[src/rtl/ahb2apb_pkg.sv]
// ahb2apb_pkg: shared definitions for the AHB-to-APB bridge.
// Holds the APB control FSM state encoding, the HTRANS/HRESP codes,
// the peripheral address map and the peripheral select decoder.
package ahb2apb_pkg;

    // APB control FSM states. The encoding is fixed so that the debug
    // state port has a stable meaning across builds.
    typedef enum logic [2:0] {
        ST_IDLE     = 3'd0,
        ST_WWAIT    = 3'd1,
        ST_READ     = 3'd2,
        ST_RENABLE  = 3'd3,
        ST_WRITE    = 3'd4,
        ST_WRITEP   = 3'd5,
        ST_WENABLE  = 3'd6,
        ST_WENABLEP = 3'd7
    } apb_state_e;

    // AHB transfer types, consumed by the slave interface to form valid.
    localparam logic [1:0] HTRANS_IDLE   = 2'b00;
    localparam logic [1:0] HTRANS_BUSY   = 2'b01;
    localparam logic [1:0] HTRANS_NONSEQ = 2'b10;
    localparam logic [1:0] HTRANS_SEQ    = 2'b11;

    // The bridge only ever answers OKAY.
    localparam logic [1:0] HRESP_OKAY = 2'b00;

    // Peripheral address map, 64 MiB per peripheral.
    localparam logic [31:0] PERIPH0_BASE  = 32'h8000_0000;
    localparam logic [31:0] PERIPH0_LIMIT = 32'h83FF_FFFF;
    localparam logic [31:0] PERIPH1_BASE  = 32'h8400_0000;
    localparam logic [31:0] PERIPH1_LIMIT = 32'h87FF_FFFF;
    localparam logic [31:0] PERIPH2_BASE  = 32'h8800_0000;
    localparam logic [31:0] PERIPH2_LIMIT = 32'h8BFF_FFFF;

    // One-hot peripheral select for an address; 000 outside the map.
    function automatic logic [2:0] apb_sel_decode(input logic [31:0] addr);
        logic [2:0] sel;
        sel = 3'b000;
        if ((addr >= PERIPH0_BASE) && (addr <= PERIPH0_LIMIT)) begin
            sel = 3'b001;
        end else if ((addr >= PERIPH1_BASE) && (addr <= PERIPH1_LIMIT)) begin
            sel = 3'b010;
        end else if ((addr >= PERIPH2_BASE) && (addr <= PERIPH2_LIMIT)) begin
            sel = 3'b100;
        end
        return sel;
    endfunction

endpackage

[src/rtl/apb_out_reg.sv]
// apb_out_reg: registered APB/AHB-side outputs of the bridge control
// stage. The FSM computes every next value; this bank only stores them
// and applies the reset values (synchronous, active-low).
module apb_out_reg #(
    parameter int ADDR_W = 32,
    parameter int DATA_W = 32
) (
    input  logic              clk_i,
    input  logic              rst_ni,
    input  logic [ADDR_W-1:0] paddr_d_i,
    input  logic [DATA_W-1:0] pwdata_d_i,
    input  logic              pwrite_d_i,
    input  logic [2:0]        pselx_d_i,
    input  logic              penable_d_i,
    input  logic              hreadyout_d_i,
    output logic [ADDR_W-1:0] paddr_q_o,
    output logic [DATA_W-1:0] pwdata_q_o,
    output logic              pwrite_q_o,
    output logic [2:0]        pselx_q_o,
    output logic              penable_q_o,
    output logic              hreadyout_q_o
);

    // Output register bank; reset leaves the bus idle and the AHB side ready.
    always_ff @(posedge clk_i) begin
        if (!rst_ni) begin
            paddr_q_o     <= '0;
            pwdata_q_o    <= '0;
            pwrite_q_o    <= 1'b0;
            pselx_q_o     <= 3'b000;
            penable_q_o   <= 1'b0;
            hreadyout_q_o <= 1'b1;
        end else begin
            paddr_q_o     <= paddr_d_i;
            pwdata_q_o    <= pwdata_d_i;
            pwrite_q_o    <= pwrite_d_i;
            pselx_q_o     <= pselx_d_i;
            penable_q_o   <= penable_d_i;
            hreadyout_q_o <= hreadyout_d_i;
        end
    end

endmodule

[src/rtl/apb_fsm_controller.sv]
// apb_fsm_controller: APB-side control stage of the AHB-to-APB bridge.
// Sequences APB SETUP/ENABLE phases from the decoded AHB transfer and
// stalls the AHB master through Hreadyout while a transfer is pending.
// Optional feature macro: APB_WAIT_EN (adds Pready and APB wait states).
//
// Handshake: the AHB master may only advance when Hreadyout=1 at the end
// of a cycle; the controller drops Hreadyout in SETUP states (and, with
// APB_WAIT_EN, in ENABLE states while Pready=0). An APB ENABLE phase
// completes at the first rising edge where Pready=1 (always, without
// APB_WAIT_EN); Pselx/Paddr/Pwdata/Pwrite are stable from SETUP until then.
module apb_fsm_controller
    import ahb2apb_pkg::*;
#(
    parameter int ADDR_W = 32,
    parameter int DATA_W = 32
) (
    input  logic              Hclk,
    input  logic              Hresetn,
    input  logic              valid,
    input  logic              Hwrite,
    input  logic              Hwritereg,
    input  logic [ADDR_W-1:0] Haddr,
    input  logic [ADDR_W-1:0] Haddr1,
    input  logic [ADDR_W-1:0] Haddr2,
    input  logic [DATA_W-1:0] Hwdata,
    input  logic [DATA_W-1:0] Hwdata1,
    input  logic [DATA_W-1:0] Prdata,
`ifdef APB_WAIT_EN
    input  logic              Pready,
`endif
    output logic [2:0]        Pselx,
    output logic              Penable,
    output logic              Pwrite,
    output logic [ADDR_W-1:0] Paddr,
    output logic [DATA_W-1:0] Pwdata,
    output logic              Hreadyout,
    output logic [DATA_W-1:0] Hrdata,
    output logic [1:0]        Hresp,
    output logic [2:0]        dbg_state_o
);

    apb_state_e        state_q;
    apb_state_e        state_d;
    logic              enable_done;
    logic              setup_entry;
    logic [ADDR_W-1:0] paddr_q;
    logic [ADDR_W-1:0] paddr_d;
    logic [DATA_W-1:0] pwdata_q;
    logic [DATA_W-1:0] pwdata_d;
    logic              pwrite_q;
    logic              pwrite_d;
    logic [2:0]        pselx_q;
    logic [2:0]        pselx_d;
    logic              penable_q;
    logic              penable_d;
    logic              hreadyout_q;
    logic              hreadyout_d;

`ifdef APB_WAIT_EN
    // An ENABLE phase only retires once the peripheral signals ready.
    assign enable_done = Pready;
`else
    // Without wait states every ENABLE phase lasts exactly one cycle.
    assign enable_done = 1'b1;
`endif

    // State register.
    always_ff @(posedge Hclk) begin
        if (!Hresetn) begin
            state_q <= ST_IDLE;
        end else begin
            state_q <= state_d;
        end
    end

    // Next-state decode; valid is looked at only where a branch needs it.
    always_comb begin
        state_d = state_q;
        unique case (state_q)
            ST_IDLE: begin
                if (valid && Hwrite) begin
                    state_d = ST_WWAIT;
                end else if (valid) begin
                    state_d = ST_READ;
                end else begin
                    state_d = ST_IDLE;
                end
            end
            ST_WWAIT: begin
                state_d = valid ? ST_WRITEP : ST_WRITE;
            end
            ST_READ: begin
                state_d = ST_RENABLE;
            end
            ST_WRITE: begin
                state_d = valid ? ST_WENABLEP : ST_WENABLE;
            end
            ST_WRITEP: begin
                state_d = ST_WENABLEP;
            end
            ST_RENABLE, ST_WENABLE: begin
                if (enable_done) begin
                    if (valid && !Hwrite) begin
                        state_d = ST_READ;
                    end else if (valid && Hwrite) begin
                        state_d = ST_WWAIT;
                    end else begin
                        state_d = ST_IDLE;
                    end
                end
            end
            ST_WENABLEP: begin
                if (enable_done) begin
                    if (!Hwritereg) begin
                        state_d = ST_READ;
                    end else if (valid) begin
                        state_d = ST_WRITEP;
                    end else begin
                        state_d = ST_WRITE;
                    end
                end
            end
            default: begin
                state_d = ST_IDLE;
            end
        endcase
    end

    // Output next values, decoded from the next state so the registered
    // outputs line up with the state register. Address, data and
    // direction are only loaded on entry to a SETUP state and otherwise
    // hold, which keeps them stable through ENABLE and any wait states.
    always_comb begin
        paddr_d     = paddr_q;
        pwdata_d    = pwdata_q;
        pwrite_d    = pwrite_q;
        pselx_d     = pselx_q;
        penable_d   = 1'b0;
        hreadyout_d = 1'b1;
        setup_entry = 1'b0;
        unique case (state_d)
            ST_READ: begin
                paddr_d     = Haddr;
                pwrite_d    = 1'b0;
                hreadyout_d = 1'b0;
                setup_entry = 1'b1;
            end
            ST_WRITE: begin
                paddr_d     = Haddr1;
                pwdata_d    = Hwdata;
                pwrite_d    = 1'b1;
                hreadyout_d = 1'b0;
                setup_entry = 1'b1;
            end
            ST_WRITEP: begin
                paddr_d     = Haddr2;
                pwdata_d    = Hwdata1;
                pwrite_d    = 1'b1;
                hreadyout_d = 1'b0;
                setup_entry = 1'b1;
            end
            ST_RENABLE, ST_WENABLE, ST_WENABLEP: begin
                penable_d = 1'b1;
            end
            default: begin
                // IDLE and WWAIT: no peripheral selected.
                pselx_d = 3'b000;
            end
        endcase
        if (setup_entry) begin
            pselx_d = apb_sel_decode(32'(paddr_d));
        end
    end

    apb_out_reg #(
        .ADDR_W (ADDR_W),
        .DATA_W (DATA_W)
    ) u_out_reg (
        .clk_i         (Hclk),
        .rst_ni        (Hresetn),
        .paddr_d_i     (paddr_d),
        .pwdata_d_i    (pwdata_d),
        .pwrite_d_i    (pwrite_d),
        .pselx_d_i     (pselx_d),
        .penable_d_i   (penable_d),
        .hreadyout_d_i (hreadyout_d),
        .paddr_q_o     (paddr_q),
        .pwdata_q_o    (pwdata_q),
        .pwrite_q_o    (pwrite_q),
        .pselx_q_o     (pselx_q),
        .penable_q_o   (penable_q),
        .hreadyout_q_o (hreadyout_q)
    );

    assign Paddr   = paddr_q;
    assign Pwdata  = pwdata_q;
    assign Pwrite  = pwrite_q;
    assign Pselx   = pselx_q;
    assign Penable = penable_q;

`ifdef APB_WAIT_EN
    // The registered ready is 1 throughout ENABLE; a stalled peripheral
    // must stall the AHB master in the same cycle, so mask it here.
    assign Hreadyout = hreadyout_q & ~(penable_q & ~Pready);
`else
    assign Hreadyout = hreadyout_q;
`endif

    assign Hrdata      = Prdata;
    assign Hresp       = HRESP_OKAY;
    assign dbg_state_o = state_q;

endmodule
[config.mk]
export PLATFORM = sky130hd
export DESIGN_NAME = apb_fsm_controller
export DESIGN_NICKNAME = d
export VERILOG_FILES = /design/src/rtl/ahb2apb_pkg.sv /design/src/rtl/apb_out_reg.sv /design/src/rtl/apb_fsm_controller.sv
export SDC_FILE = /design/constraint.sdc
export NUM_CORES = 1
export LEC_CHECK = 0
export BUFFER_PORTS_ARGS = -buffer_cell sky130_fd_sc_hd__buf_2
export CORE_AREA = 2 2 119 121
export CTS_CLUSTER_DIAMETER = 60
export CTS_CLUSTER_SIZE = 28
export DETAILED_ROUTE_END_ITERATION = 12
export DIE_AREA = 0 0 121 123
export GPL_ROUTABILITY_DRIVEN = 0
export MAX_ROUTING_LAYER = met4
export PLACE_DENSITY = 0.63
export SLEW_MARGIN = 20
export SYNTH_ARGS = -nofsm -noshare
export SYNTH_HDL_FRONTEND = slang
export SYNTH_SLANG_ARGS = --single-unit
[constraint.sdc]
create_clock -name Hclk -period 2 [get_ports Hclk]
set_input_delay 0.2 -clock Hclk [delete_from_list [all_inputs] [get_ports Hclk]]
set_output_delay 0.2 -clock Hclk [all_outputs]
set_load 0.01 [all_outputs]
==> results_dict.tcl, run 1 <==
set metrics [dict create \
    synth_common_cells "dfxtp_1, nand2_1, buf_4, mux2i_1" \
    postLayoutCoreUtil_pct 42.3 \
    drv_cap 0 \
    final_layout_size_suffix_gt1_share_pct 56.2 \
    slew_headroom_pct 59.1 \
    initial_core_util_pct 28.4 \
    drtAntennaViolNets 0 \
    drt-initial-drc-count 284 \
    tns_ps -1820 \
    port_buffers 237 \
    crit_arrival_ps 2380 \
    fmax_ghz 0.464 \
    min_period_over_period_pct 108 \
    slew_viol_final 0 \
    total_power_mw 5.53 \
    hold_viol_final 0 \
    yosys_warnings 0 \
    insertedDiodeCount 0 \
    synth_seq_area_share_pct 37.8 \
    min_path_type "primary input to register" \
    status "finished, violations left" \
    skew_ps 9.31 \
    setup-violations-final 32 \
    grt_pass1_wl_um 18200 \
    drt-wirelength-per-cell_um 17.3 \
    synth-seq-cells 73 \
    area_growth_pct 48.7 \
    core_um2 13600 \
    dieArea_um2 14900 \
    synth-edff-count 0 \
    cts_max_path_buffers 2 \
    first_pass_iters 7 \
    required_ps 2220 \
    yosysMostFrequentCell "dfxtp_1" \
    tightest_slew_ps 608 \
    pin_count 304 \
    synth_ff_type "dfxtp_1" \
    synth_cell_types 37 \
    cp_slowest_cell "dfxtp_4" \
    clock-root-buffer "clkbuf_16" \
    avgViaCountPerCell 4.87 \
    hold_buffers 0 \
    period_needed_ps 2160 \
    fin_ws_ps -157 \
    die_w_um 121 \
    die_h_um 123 \
    cts.clk_slew.worst_paths_ps 60 \
    async_reset_ff_share_pct 0 \
    grt-ovfl-total 0 \
    vias 3863 \
    rsz0062_at_grt "yes" \
    hpwl_um 9960 \
    grt_max_degree 56 \
    cts_max_level 3 \
    cp_max_fo 5 \
    startpoint_type "register" \
    cts_buffers 9 \
    nFillCells 1355 \
    fin_cells 794 \
    first_global_vias 3594 \
    p_leak_nw 3.11 \
    crit_type "register to register" \
    syn-cell-area_um2 3870 \
    route.detailed.drc 0 \
    synthCells 388 \
    ys_top_cells_by_area "dfxtp_1, mux2i_1, o211a_1, mux2_2, a222oi_1" \
    cts_sinks 73 \
    slowest_delay_ps 360 \
    peakVddDrop_v 0.000469 \
    syn_avg_cell_area_um2 9.98 \
    worstSetupEndpointType "register" \
    final_nets 806 \
    antenna_found_initial 0 \
    powerDensity_nw_per_um2 962 \
    worstSkewPairLatency_ps 340 \
    crit_chain "nor2b_4 > o21a_1 > a211oi_4 > buf_6 > mux2_4 > a222oi_1 > buf_4 > inv_2 > a32o_1" \
    cts_tree "yes" \
    violations "negative setup slack" \
    drt_wl_total_um 13700 \
    dpl.cell_count 770 \
    dp_slack_ps -233 \
    fp-row-count 43 \
    yosys.area.top_type "dfxtp_1" \
    synth_top_area_share_pct 37.8 \
    grt_usage_pct 16.4 \
]
## layout make-up
type / instances / area, um2 / share of cell area [%]
flip-flops and latches: 73 / 1470 / 25.5
repair buffers: 277 / 1630 / 28.3
multi-input cells: 243 / 2110 / 36.7
clock inverters: 5 / 55.1 / 0.957
inverters: 5 / 18.8 / 0.326
clock buffers: 11 / 243 / 4.22
well taps: 180 / 225 / 3.91
## placed cells by master (no fill, tap or decap), types with 5 or more instances in the layout
master     instances
a222oi_1          28
buf_12             5
buf_2            237
buf_4             27
clkbuf_16         11
dfxtp_1           70
mux2_2            14
mux2_4            15
mux2i_1           30
nand2_1           40
nor2b_1           30
o211a_1           32
## state kept, by name, summed over array words and instances, names as in the netlist
signal	count
u_out_reg.pwdata_q_o	32
u_out_reg.pselx_q_o	3
dbg_state_o	3
u_out_reg.penable_q_o	1
u_out_reg.hreadyout_q_o	1
u_out_reg.pwrite_q_o	1
u_out_reg.paddr_q_o	32
## per-stage QoR
stage / hold slack, ps / instance area [um2]
floorplan: 394 / 3890
global placement: 400 / 5160
detailed placement: 400 / 5160
CTS: 134 / 5510
global route: 151 / 5760
finish: 154 / 5760
## power breakdown
group	internal [mW]	switching, mW	total [mW]	leakage (nW)
Combinational	1.11	1.00	2.11	2.37
Sequential	1.68	0.125	1.80	0.601
Clock	0.996	0.622	1.62	0.142
Total	3.78	1.75	5.53	3.11
## final timing paths
check                                  to  slack (ps)                    from  cells past startpoint
setup reg to reg   u_out_reg.pselx_q_o[1]        -160          dbg_state_o[0]                      9
setup / recovery   u_out_reg.pselx_q_o[1]        -160          dbg_state_o[0]                      9
hold reg to reg    u_out_reg.pselx_q_o[0]         490  u_out_reg.pselx_q_o[0]                      1
hold / removal    u_out_reg.paddr_q_o[11]         150               Haddr[11]                      3
## what timing repair did
item | in CTS | in global routing
pin swaps | 10 | 12
gates cloned | 0 | 3
resized for setup | 12 | 33
setup buffers | 0 | 5
endpoints found under the setup margin | 43 | 64
## critical path, delay by kind of cell, from the launching register on
family,cells,cell delay [ps]
AOI/OAI and AO/OA,4,860
buffers and inverters,3,380
DFF,1,360
muxes,1,310
and+or+nand+nor,1,120
## layer usage
layer / track usage (%) / routed length (um) / share of wire, % / vias up
li1: - / - / - / 1839
met1: 17.9 / 5270 / 38 / 1777
met2: 28.6 / 6980 / 51 / 231
met3: 4.20 / 1250 / 9.1 / 16
met4: 6.83 / 197 / 1.4 / 0
met5: - / 0 / 0 / -
## logic make-up after synthesis
group                  Yosys count  share of synthesized area (%)
buffers and inverters           73                           11.4
flip-flops                      73                           37.8
AND/OR/NAND/NOR                 91                           12.1
other                            1                         0.0969
AO/OA/AOI/OAI                   87                           21.3
XOR/XNOR                         1                          0.226
multiplexers                    62                           17.1
Power figures use the tool's default switching activity.
==> inputs of run 2 (changes only) <==
- SKIP_LAST_GASP: default -> 1
==> run 2 against run 1 <==
The run still ends with negative setup slack left; non-clock buffer count stayed put; clock power hardly changed; via count is 0.91% lower; power is 0.67% lower; critical endpoint unchanged; largest cell class unchanged; largest power group unchanged; highest routed layer unchanged.
==> results_dict.tcl, run 2 (synthesized netlist as in run 1, its figures left out) <==
set metrics [dict create \
    startpoint_type "register" \
    drtAntennaViolNets 0 \
    cts_max_path_buffers 2 \
    min_period_over_period_pct 108 \
    tightest_slew_ps 608 \
    core_um2 13600 \
    grt_usage_pct 16.4 \
    final_layout_size_suffix_gt1_share_pct 56.2 \
    slew_viol_final 0 \
    crit_type "register to register" \
    insertedDiodeCount 0 \
    initial_core_util_pct 28.4 \
    crit_arrival_ps 2380 \
    die_w_um 121 \
    cts_sinks 73 \
    vias 3828 \
    violations "negative setup slack" \
    cts_buffers 9 \
    dpl.cell_count 770 \
    cts_max_level 3 \
    dpl_cell_area_um2 5160 \
    rsz0062_at_grt "yes" \
    fp-row-count 43 \
    fmax_ghz 0.464 \
    pin_count 304 \
    slew_headroom_pct 59.1 \
    min_path_type "primary input to register" \
    first_pass_iters 8 \
    reg_top3 "u_out_reg.paddr_q_o: 32 flops, u_out_reg.pwdata_q_o: 32 flops" \
    postLayoutCoreUtil_pct 42.0 \
    die_h_um 123 \
    worstSetupEndpointType "register" \
    setup-violations-final 31 \
    grt_pass1_wl_um 18200 \
    grt-ovfl-total 0 \
    clock-root-buffer "clkbuf_16" \
    hold_viol_final 0 \
    total_power_mw 5.50 \
    route.detailed.drc 0 \
    status "finished, violations left" \
    dieArea_um2 14900 \
    avgViaCountPerCell 4.82 \
    grt_max_degree 56 \
    required_ps 2220 \
    cts.clk_slew.worst_paths_ps 60 \
    powerDensity_nw_per_um2 961 \
    period_needed_ps 2160 \
    final_cell_mix "buf_2, dfxtp_1, nand2_1, o211a_1" \
    tns_ps -1950 \
    drt_wl_total_um 13600 \
    fin_ws_ps -157 \
    skew_ps 9.27 \
    drt-wirelength-per-cell_um 17.1 \
    hpwl_um 9960 \
    layout.cells.most_common "buf_2" \
    fin_cells 794 \
    cts_tree "yes" \
    final_nets 806 \
    drt-initial-drc-count 289 \
    peakVddDrop_v 0.000469 \
    final_area_um2 5720 \
    area_growth_pct 47.7 \
    drv_cap 0 \
    port_buffers 237 \
    first_global_vias 3594 \
    worstSkewPairLatency_ps 340 \
    cp_max_fo 5 \
    antenna_found_initial 0 \
    p_leak_nw 3.07 \
]
==> run 2: changes by cell type in the layout (fill, tap and decap cells not counted) <==
cell    previous run  this run
mux2_4            15         5
mux2_2            14        24
==> run 2: per-layer routing <==
layer  up-vias  wire length (um)  share of wire, %  track usage, %
met2       215              7030                52            28.6
met4         0               178               1.3            6.83
met3        14              1200               8.8            4.20
li1       1837                 -                 -               -
met5         -                 0                 0               -
met1      1762              5210                38            17.9
==> run 2: through the flow <==
| step | hold WS, ps | setup slack, ps |
|---|---|---|
| after floorplan | 394 | -184 |
| after global placement | 400 | -127 |
| after detailed placement | 400 | -233 |
| after CTS | 134 | -154 |
| after global routing | 151 | -272 |
| final | 154 | -157 |
==> run 2: report_power, final <==
| part | switching [mW] | total [mW] | internal (mW) |
|---|---|---|---|
| Clock | 0.623 | 1.62 | 0.996 |
| Sequential | 0.125 | 1.80 | 1.68 |
| Combinational | 0.989 | 2.08 | 1.09 |
| Total | 1.74 | 5.50 | 3.76 |
==> run 2: critical path, cell delays in order (launching register included) <==
cell	delay (ps)
dfxtp_4	360
nor2b_4	120
o21a_1	220
a211oi_4	200
buf_6	180
mux2_4	310
a222oi_1	240
buf_4	170
inv_2	30
a32o_1	200
==> run 2: cell type report <==
cell class              count  area [um2]
clock buffers              11         243
clock inverters             5        55.1
fillers                  1359        7890
inverters                   5        18.8
multi-input cells         243        2080
flip-flops and latches     73        1470
well taps                 180         225
repair buffers            277        1630
==> run 2: final timing paths <==
| check | slack [ps] | cells after the start | end | start |
|---|---|---|---|---|
| worst max-delay path | -160 | 9 | u_out_reg.pselx_q_o[1] | dbg_state_o[0] |
| worst min-delay path | 150 | 3 | u_out_reg.paddr_q_o[11] | Haddr[11] |
| worst max register to register | -160 | 9 | u_out_reg.pselx_q_o[1] | dbg_state_o[0] |
| worst min register to register | 490 | 1 | u_out_reg.pselx_q_o[0] | u_out_reg.pselx_q_o[0] |
==> run 2: repair_timing <==
item,in CTS,in global routing
pin swaps,10,12
buffers inserted,0,5
gates cloned,0,3
resized for setup,12,23
hold endpoints to repair,0,0
setup endpoints to repair,43,64
hold buffers,0,0
